**config.mk**
```make
export PLATFORM = sky130hd
export DESIGN_NAME = branch_resolve_unit
export DESIGN_NICKNAME = d
export VERILOG_FILES = /design/src/rtl/branch_resolve_unit.sv
export SDC_FILE = /design/constraint.sdc
export NUM_CORES = 1
export LEC_CHECK = 0
export ABC_CLOCK_PERIOD_IN_PS = 6600
export CORE_MARGIN = 1.5
export CORE_UTILIZATION = 50
export DETAILED_ROUTE_END_ITERATION = 8
export PLACE_DENSITY = 0.95
export REMOVE_ABC_BUFFERS = 1
export SLEW_MARGIN = 20
export SYNTH_ARGS = -nofsm -noshare
export SYNTH_HDL_FRONTEND = slang
export SYNTH_SLANG_ARGS = --single-unit
```
**constraint.sdc**
```tcl
create_clock -name clk -period 6.6 [get_ports clk]
set_input_delay 1.32 -clock clk [delete_from_list [all_inputs] [get_ports clk]]
set_output_delay 1.32 -clock clk [all_outputs]
set_load 0.01 [all_outputs]
```
**src/rtl/branch_resolve_unit.sv**
```systemverilog
// Execute-stage branch/jump resolution: taken decode, target generation, registered
// redirect and multi-cycle IF/ID flush. Optional counters behind `BRANCH_PERF_CNT_EN.
module branch_resolve_unit #(
  parameter int unsigned FLUSH_CYCLES = 2,
  parameter int unsigned XLEN         = 32
) (
  input  logic            clk,
  input  logic            rst,
  input  logic            ex_valid,
  input  logic            ex_stall,
  input  logic            ex_is_branch,
  input  logic            ex_is_jal,
  input  logic            ex_is_jalr,
  input  logic [2:0]      ex_funct3,
  input  logic [XLEN-1:0] ex_pc,
  input  logic [XLEN-1:0] ex_imm,
  input  logic [XLEN-1:0] ex_rs1,
  input  logic            BrEq,
  input  logic            BrLT,
  output logic            BrUn,
  output logic            redirect_valid,
  output logic [XLEN-1:0] redirect_pc,
  output logic            flush_if,
  output logic            flush_id,
  output logic            ex_squash,
  output logic            illegal_branch,
  output logic            misaligned_target,
  output logic [31:0]     perf_branch_cnt,
  output logic [31:0]     perf_taken_cnt
);

  typedef enum logic [0:0] {
    IDLE  = 1'b0,
    FLUSH = 1'b1
  } state_e;

  localparam logic [2:0]      FLUSH_INIT = 3'(FLUSH_CYCLES);
  localparam logic [XLEN-1:0] JALR_MASK  = ~(XLEN'(1));

  state_e          state_q;
  logic [2:0]      cnt_q;
  logic            redirect_valid_q;
  logic [XLEN-1:0] redirect_pc_q;
  logic            flush_q;
  logic            illegal_q;
  logic            misaligned_q;

  logic            resolve;
  logic            sel_jalr;
  logic            sel_jal;
  logic            sel_br;
  logic            br_cond;
  logic            br_legal;
  logic            taken;
  logic [XLEN-1:0] sum_pc;
  logic [XLEN-1:0] sum_rs1;
  logic [XLEN-1:0] target;
  logic            do_redirect;
  logic            do_misalign;
  logic            do_illegal;

  assign BrUn      = ex_funct3[1];
  assign ex_squash = ex_valid & (state_q == FLUSH);

  // Outcome and target decode for the instruction currently in EX.
  always_comb begin
    resolve  = ex_valid & ~ex_stall & (state_q == IDLE);
    sel_jalr = ex_is_jalr;
    sel_jal  = ex_is_jal & ~ex_is_jalr;
    sel_br   = ex_is_branch & ~ex_is_jal & ~ex_is_jalr;
    br_legal = (ex_funct3[2:1] != 2'b01);

    case (ex_funct3)
      3'b000:  br_cond = BrEq;
      3'b001:  br_cond = ~BrEq;
      3'b100:  br_cond = BrLT;
      3'b101:  br_cond = ~BrLT;
      3'b110:  br_cond = BrLT;
      3'b111:  br_cond = ~BrLT;
      default: br_cond = 1'b0;
    endcase

    sum_pc  = ex_pc + ex_imm;
    sum_rs1 = ex_rs1 + ex_imm;
    if (sel_jalr) begin
      target = sum_rs1 & JALR_MASK;
    end else begin
      target = sum_pc;
    end

    taken       = sel_jalr | sel_jal | (sel_br & br_cond);
    do_redirect = resolve & taken & ~target[1];
    do_misalign = resolve & taken & target[1];
    do_illegal  = resolve & sel_br & ~br_legal;
  end

  // Control FSM with registered redirect, flush and exception pulses.
  always_ff @(posedge clk) begin
    if (rst) begin
      state_q          <= IDLE;
      cnt_q            <= 3'd0;
      redirect_valid_q <= 1'b0;
      redirect_pc_q    <= '0;
      flush_q          <= 1'b0;
      illegal_q        <= 1'b0;
      misaligned_q     <= 1'b0;
    end else begin
      redirect_valid_q <= do_redirect;
      illegal_q        <= do_illegal;
      misaligned_q     <= do_misalign;
      if (do_redirect) begin
        redirect_pc_q <= target;
      end else begin
        redirect_pc_q <= redirect_pc_q;
      end

      case (state_q)
        IDLE: begin
          if (do_redirect) begin
            state_q <= FLUSH;
            cnt_q   <= FLUSH_INIT;
            flush_q <= 1'b1;
          end else begin
            state_q <= IDLE;
            cnt_q   <= cnt_q;
            flush_q <= 1'b0;
          end
        end
        FLUSH: begin
          // The last unstalled cycle drops flush on the following edge.
          if (ex_stall) begin
            state_q <= FLUSH;
            cnt_q   <= cnt_q;
            flush_q <= 1'b1;
          end else if (cnt_q <= 3'd1) begin
            state_q <= IDLE;
            cnt_q   <= 3'd0;
            flush_q <= 1'b0;
          end else begin
            state_q <= FLUSH;
            cnt_q   <= cnt_q - 3'd1;
            flush_q <= 1'b1;
          end
        end
        default: begin
          state_q <= IDLE;
          cnt_q   <= 3'd0;
          flush_q <= 1'b0;
        end
      endcase
    end
  end

  assign redirect_valid    = redirect_valid_q;
  assign redirect_pc       = redirect_pc_q;
  assign flush_if          = flush_q;
  assign flush_id          = flush_q;
  assign illegal_branch    = illegal_q;
  assign misaligned_target = misaligned_q;

`ifdef BRANCH_PERF_CNT_EN
  logic [31:0] perf_branch_cnt_q;
  logic [31:0] perf_taken_cnt_q;
  logic        count_br;
  logic        count_tk;

  assign count_br = resolve & sel_br & br_legal;
  assign count_tk = count_br & do_redirect;

  // Resolved-branch and taken-branch counters; wrap naturally at 2^32.
  always_ff @(posedge clk) begin
    if (rst) begin
      perf_branch_cnt_q <= 32'd0;
      perf_taken_cnt_q  <= 32'd0;
    end else begin
      if (count_br) begin
        perf_branch_cnt_q <= perf_branch_cnt_q + 32'd1;
      end else begin
        perf_branch_cnt_q <= perf_branch_cnt_q;
      end
      if (count_tk) begin
        perf_taken_cnt_q <= perf_taken_cnt_q + 32'd1;
      end else begin
        perf_taken_cnt_q <= perf_taken_cnt_q;
      end
    end
  end

  assign perf_branch_cnt = perf_branch_cnt_q;
  assign perf_taken_cnt  = perf_taken_cnt_q;
`else
  assign perf_branch_cnt = 32'd0;
  assign perf_taken_cnt  = 32'd0;
`endif

endmodule

```
# ---- Yosys cells after proc, flatten, opt, wreduce, memory -nomap -nowiden
# Cells that the tools add are included.
dict set report totals {
  register_bits 39
  latchBits 0
  mem_bits_rw 0
  mem_bits_ro 0
  output_inout_bits 103
  word_cells 54
  memories 0
}
dict set report op_classes {
  addsub 3
  mul 0
  div_mod_pow 0
  magnitude_cmp 1
  n_eq_ne 8
  shifts 0
  n_mux 10
  n_bitwise 22
  reduce_logical 4
}
# cell count
set ops {}
lappend ops {{adder 32 bit} 2}
lappend ops {{2-to-1 mux 32 bit} 1}
lappend ops {{bitwise AND 1 bit} 12}
lappend ops {{== test 3 bit, second input constant} 4}
lappend ops {{2-to-1 mux 3 bit} 3}
lappend ops {{NOT 1 bit} 8}
lappend ops {{one-hot mux 3 bit (2 select lines)} 1}
lappend ops {{inequality test 2 bit, second input constant} 2}
lappend ops {{one-hot mux 1 bit (4 select lines)} 1}
lappend ops {{OR reduction 2 bit} 2}
lappend ops {{== test 3 x 1 -> 1 bit, second input constant} 1}
lappend ops {{<= comparator 3 x 1 -> 1 bit, second input constant} 1}
lappend ops {{zero test 3 bit} 1}
lappend ops {{2-to-1 mux 1 bit} 3}
lappend ops {{subtractor 3 x 1 -> 3 bit, second input constant} 1}
lappend ops {{inequality test 2 x 1 -> 1 bit, second input constant} 1}
lappend ops {{bitwise OR 1 bit} 2}
lappend ops {{one-hot mux 1 bit (2 select lines)} 1}
lappend ops {{AND reduction 2 bit} 1}

# ---- Logic depth before layout (Yosys ltp)
dict set report logic_depth {
  ltp_word 9
  mapped_depth 12
  mapped_depth_nobuf 12
}

# ---- Worst setup path before layout
# OpenSTA, ideal clock, no wires.
dict set report synth_timing {
  path_kind {input to register}
  from {input port ex_pc[0]}
  to {register redirect_pc_q[30] (netlist: redirect_pc[30])}
  arrival_time_ns 3.533
  t_required_ns 6.514
  setup_slack_ns 2.982
  stages 12
  path_buffers 0
  cell_sequence {ha_1 -> inv_1 -> fa_1 -> nand2b_1 -> a21oi_1 -> o31a_1 -> a41oi_1 -> o221a_2 -> o21ai_2 -> a311oi_1 -> a41o_1 -> a211oi_1}
}
dict set report synth_between {
  elab_chain_cells 4
}
# item line_no
set synth_rtl {}
lappend synth_rtl {{start, declared} 15} ;# input logic [XLEN-1:0] ex_pc,
lappend synth_rtl {{adder 32 bit (*)} 83} ;# sum_pc = ex_pc + ex_imm;
lappend synth_rtl {{2-to-1 mux 32 bit (*)} 85} ;# if (sel_jalr) begin
lappend synth_rtl {{NOT 1 bit} 92} ;# do_redirect = resolve & taken & ~target[1];
lappend synth_rtl {{bitwise AND 1 bit} 92}
lappend synth_rtl {{end signal, assigned} 112} ;# redirect_pc_q <= target;
lappend synth_rtl {{end signal, assigned} 114} ;# redirect_pc_q <= redirect_pc_q;
lappend synth_rtl {{end, declared} 43} ;# logic [XLEN-1:0] redirect_pc_q;
# Every way passes the cells marked *; elsewhere a longest branch is shown, timed or not.
# A chain may end at the register's enable or synchronous reset.

# ---- Worst setup path after layout
dict set report layout_timing {
  from {input port ex_imm[1]}
  to {register redirect_pc_q[30] (netlist: redirect_pc[30])}
}
dict set report layout_between {
  elab_chain_cells 4
  elab_cells_between_ends 5
  cone_classes {add/sub: 2; mux: 1; bitwise: 2}
}
# item line_no
set layout_rtl {}
lappend layout_rtl {{start, declared} 16} ;# input logic [XLEN-1:0] ex_imm,
lappend layout_rtl {{adder 32 bit, on equally long branches} {83, 84}}
lappend layout_rtl {{2-to-1 mux 32 bit (*)} 85}
lappend layout_rtl {{NOT 1 bit} 92}
lappend layout_rtl {{bitwise AND 1 bit} 92}
# Marked as above.

==> results.md <==
STA:
- The number of setup violations in the final report is 0.
- Setup repair after global routing left no endpoint under its margin.
- The share of the cycle needed by the critical path after routing is 65.0%.
- For the final routed database, the setup TNS stands at 0 ns.
- The shortest clock period the worst path allows after layout is 4.29 ns.
- The total count of hold-check failures in the final report was 0.
- The clock arrives with 0.00401 ns of skew.
- The normalized max-slew margin is 29.9%.
- The worst hold slack is 0.477 ns.
- The maximum clock frequency is 233 MHz.
- The number of pins with negative max-slew slack in the final report is 0.
- The transition time at the pin with the least slew margin is 1.05 ns.

Logic synthesis:
- Counting flops with a built-in enable in the synthesized netlist gives 0.
- After synthesis, flip-flops and latches occupy 14.0% of the total area.
- The distinct cell type count after synthesis is 79.
- The post-synthesis cell area is 5570 µm².
- The proportion of synthesized flip-flops having asynchronous set or reset is 0%.
- In this run, synthesis produced a sequential element count of 39.
- The number of cells produced by synthesis is 729.
- Averaged over all synthesized cells, the footprint is 7.64 µm².
- During synthesis, Yosys emitted a total of 0 warnings.
- The dominant synthesized flop cell is dfxtp_1.

Setup path:
- The critical-path cell with the highest stage delay is clkdlybuf4s50_1.
- The critical-path maximum fanout is 4.
- In this design, the critical path's most frequently occurring cell is a31oi_1.
- In this design, the largest share of critical-path delay is due to compound AO/OA/AOI/OAI gates.
- STA classifies the critical path startpoint as an input port.
- In this design, the stage delay of the slowest critical-path cell is 0.51 ns.
- The worst setup path category is in2reg.
- STA puts the critical path data arrival time at 4.43 ns.
- The kind of end point of the critical path is a flop.
- Walking the worst path, the cells encountered are clkdlybuf4s50_1, inv_1, fa_1, nor2b_1, o21ai_1, a21oi_1, a21o_1, a31oi_1, o31ai_1, a31oi_1, mux2i_1, a211oi_1.
- The count of buffer and inverter cells on the critical path is 2.
- The data required time at the worst endpoint is 6.74 ns.

Layout:
- Cells with a size suffix above 1 make up 4.68% of the layout.
- The layout overhead on the synthesized area is 23.9%.
- The number of fillers in the final layout is 933.
- The count of inserted antenna diode cells is 0.
- Cells fill 63.7% of the core in the end.
- The final design area excluding fillers is 6900 µm².
- Leaving out fill and tap cells, the most frequent cells in the layout are 146 x clkdlybuf4s50_1, 64 x conb_1, 63 x a21oi_1, 63 x ha_1, 59 x nor2_1.
- After the last flow step, the layout net total stands at 1027.
- The most frequent standard cell in the layout excluding fill and tap cells is clkdlybuf4s50_1.

Detailed routing:
- For this block, the routed nets add up to 16.6 mm of wire.
- Across all layers, the routed design uses 5917 vias.
- Using the TritonRoute via totals, the vias-per-cell ratio works out to 5.95.
- The number of design rule violations left after detail routing is 0.
- The number of design-rule violations left by the first detailed-router iteration is 553.
- The mean routed wirelength per cell is 16.7 µm.
- The first detailed-routing pass took 5 iterations.
- Once detail routing completed, the nets flagged for antenna violations numbered 0.

Pwr:
- The total power is 0.000965 W.
- VDD sags by at most 0.0855 mV.
- Summed over all cells, the static leakage comes to 2.95 nW.
- The power density over cell area is 140 nW/µm².

Die:
- The initial utilization of the core area, before any placement, comes to 51.4%.
- The horizontal die dimension is 109 µm.
- The overall die area is 11800 µm².
- The number of cell rows is 38.
- In this run the vertical extent of the chip is 109 µm.
- The core outline area is 10800 µm².
- During I/O placement, the number of pins put on the boundary was 211.

Clocking:
- At the later pin of the worst-skew pair, clock insertion delay measures 0.30 ns.
- The number of sinks on the clock net is 39.
- The post-cts repair resize count is 0.
- The TritonCTS clock tree is done.
- Buffers inserted to repair hold after CTS numbered 0.
- The number of setup buffers added after CTS is 0.
- The clock buffer count from CTS is 5.
- CTS built an H-tree with a depth of 2.
- The cell at the root of the clock tree is clkbuf_8.
- The maximum count of clock buffers along a single path is 2.
- After clock tree synthesis, the clock-pin slew on the worst setup and hold paths is 0.08 ns.

Placement:
- The post-placement cell area is 6810 µm².
- Input and output buffers added on the ports amount to 146.
- The final estimated routing congestion in global placement is 0.922.
- The total half-perimeter wirelength after legalization and detailed placement is 13.2 mm.

Run:
- Across the run, the number of max-cap violations was 0.

GRT:
- Entering global routing, the biggest net connects 35 pins.
- Global routing used 26.7% of the available tracks across all layers.
- The first global-routing pass estimated 25.0 mm of wire.
- The number of antenna violations at the first check in global routing is 0.
- The number of global-route vias before repair is 5305.
- Summed over all layers, the global routing overflow is 0.

Status:
- The flow ran to the end, and the final reports show no timing, DRC or antenna violations.

Min path:
- The class of the tightest hold or removal check is reg2reg.
-- final timing paths --
check | start | end | slack [ns] | cells after the start
min reg2reg | redirect_pc[2] | redirect_pc[2] | 0.48 | 2
max | ex_imm[1] | redirect_pc[30] | 2.31 | 12
max reg2reg | flush_id | redirect_pc[31] | 4.26 | 7
min | redirect_pc[2] | redirect_pc[2] | 0.48 | 2
-- tightest hold or removal path: stages (launching register included) --
cell and delay, ns:
dfxtp_1 0.33, nand2_1 0.06, o21ai_0 0.06
-- metrics by stage --
step,cells,setup WS [ns]
after floorplan,699,2.68
after global placement,987,2.15
after detailed placement,987,2.08
after CTS,995,2.38
after global routing,995,2.15
final,995,2.31
-- registers in the layout, indices dropped and copies added (netlist names) --
register and count:
cnt_q 3, misaligned_target 1, redirect_pc 32, flush_id 1, redirect_valid 1, illegal_branch 1
-- cell type report --
class	count	area (µm²)	area share (%)
inverters	21	78.8	1.14
clock inverters	3	20.0	0.290
clock buffers	5	68.8	0.997
repair buffers	148	1480	21.4
multi-input cells	639	4300	62.3
flip-flops and latches	39	781	11.3
well taps	140	175	2.54
-- layer usage --
layer / part of all wire, % / track usage (%) / up-vias / wire [µm]
met5: 0 / 0 / - / 0
met4: 2.0 / 8.27 / 0 / 336
met2: 47 / 45.3 / 351 / 7770
met1: 41 / 34.9 / 2706 / 6730
met3: 11 / 3.56 / 37 / 1740
li1: - / - / 2823 / -
-- Yosys cell counts, types with 11 or more instances --
master / number / area (µm²)
a21o_1: 29 / 218
a21oi_1: 64 / 320
a31oi_1: 14 / 87.6
buf_4: 70 / 526
clkbuf_1: 16 / 60.1
dfxtp_1: 39 / 781
ha_1: 63 / 788
inv_1: 21 / 78.8
nand2_1: 50 / 188
nand3_1: 14 / 70.1
nand4_1: 11 / 68.8
nor2_1: 59 / 221
nor3_1: 16 / 80.1
o21a_1: 11 / 82.6
o21ai_0: 39 / 195
xnor2_1: 29 / 254
xor2_1: 20 / 175
-- power by group --
part           switching [W]  internal (W)  leakage, nW
sequential        0.00000976      0.000249        0.317
combinational       0.000292      0.000246         2.59
clock              0.0000949     0.0000736       0.0402
total               0.000397      0.000568         2.95
-- cell families (layout without fill, tap and decap cells) --
logic type                 count (synthesis)  count (layout)  share of synthesized area (%)
AOI/OAI and AO/OA                        250             250                           30.7
xor gates and xnor gates                  49              49                           7.71
adders and majority gates                 65              65                           14.9
buffers and inverters                    114             177                           13.2
DFF                                       39              39                           14.0
muxes                                      6               6                           1.19
other                                      1              64                         0.0673
and+or+nand+nor                          205             205                           18.2
Note: power is estimated with default switching activity, not from simulation.
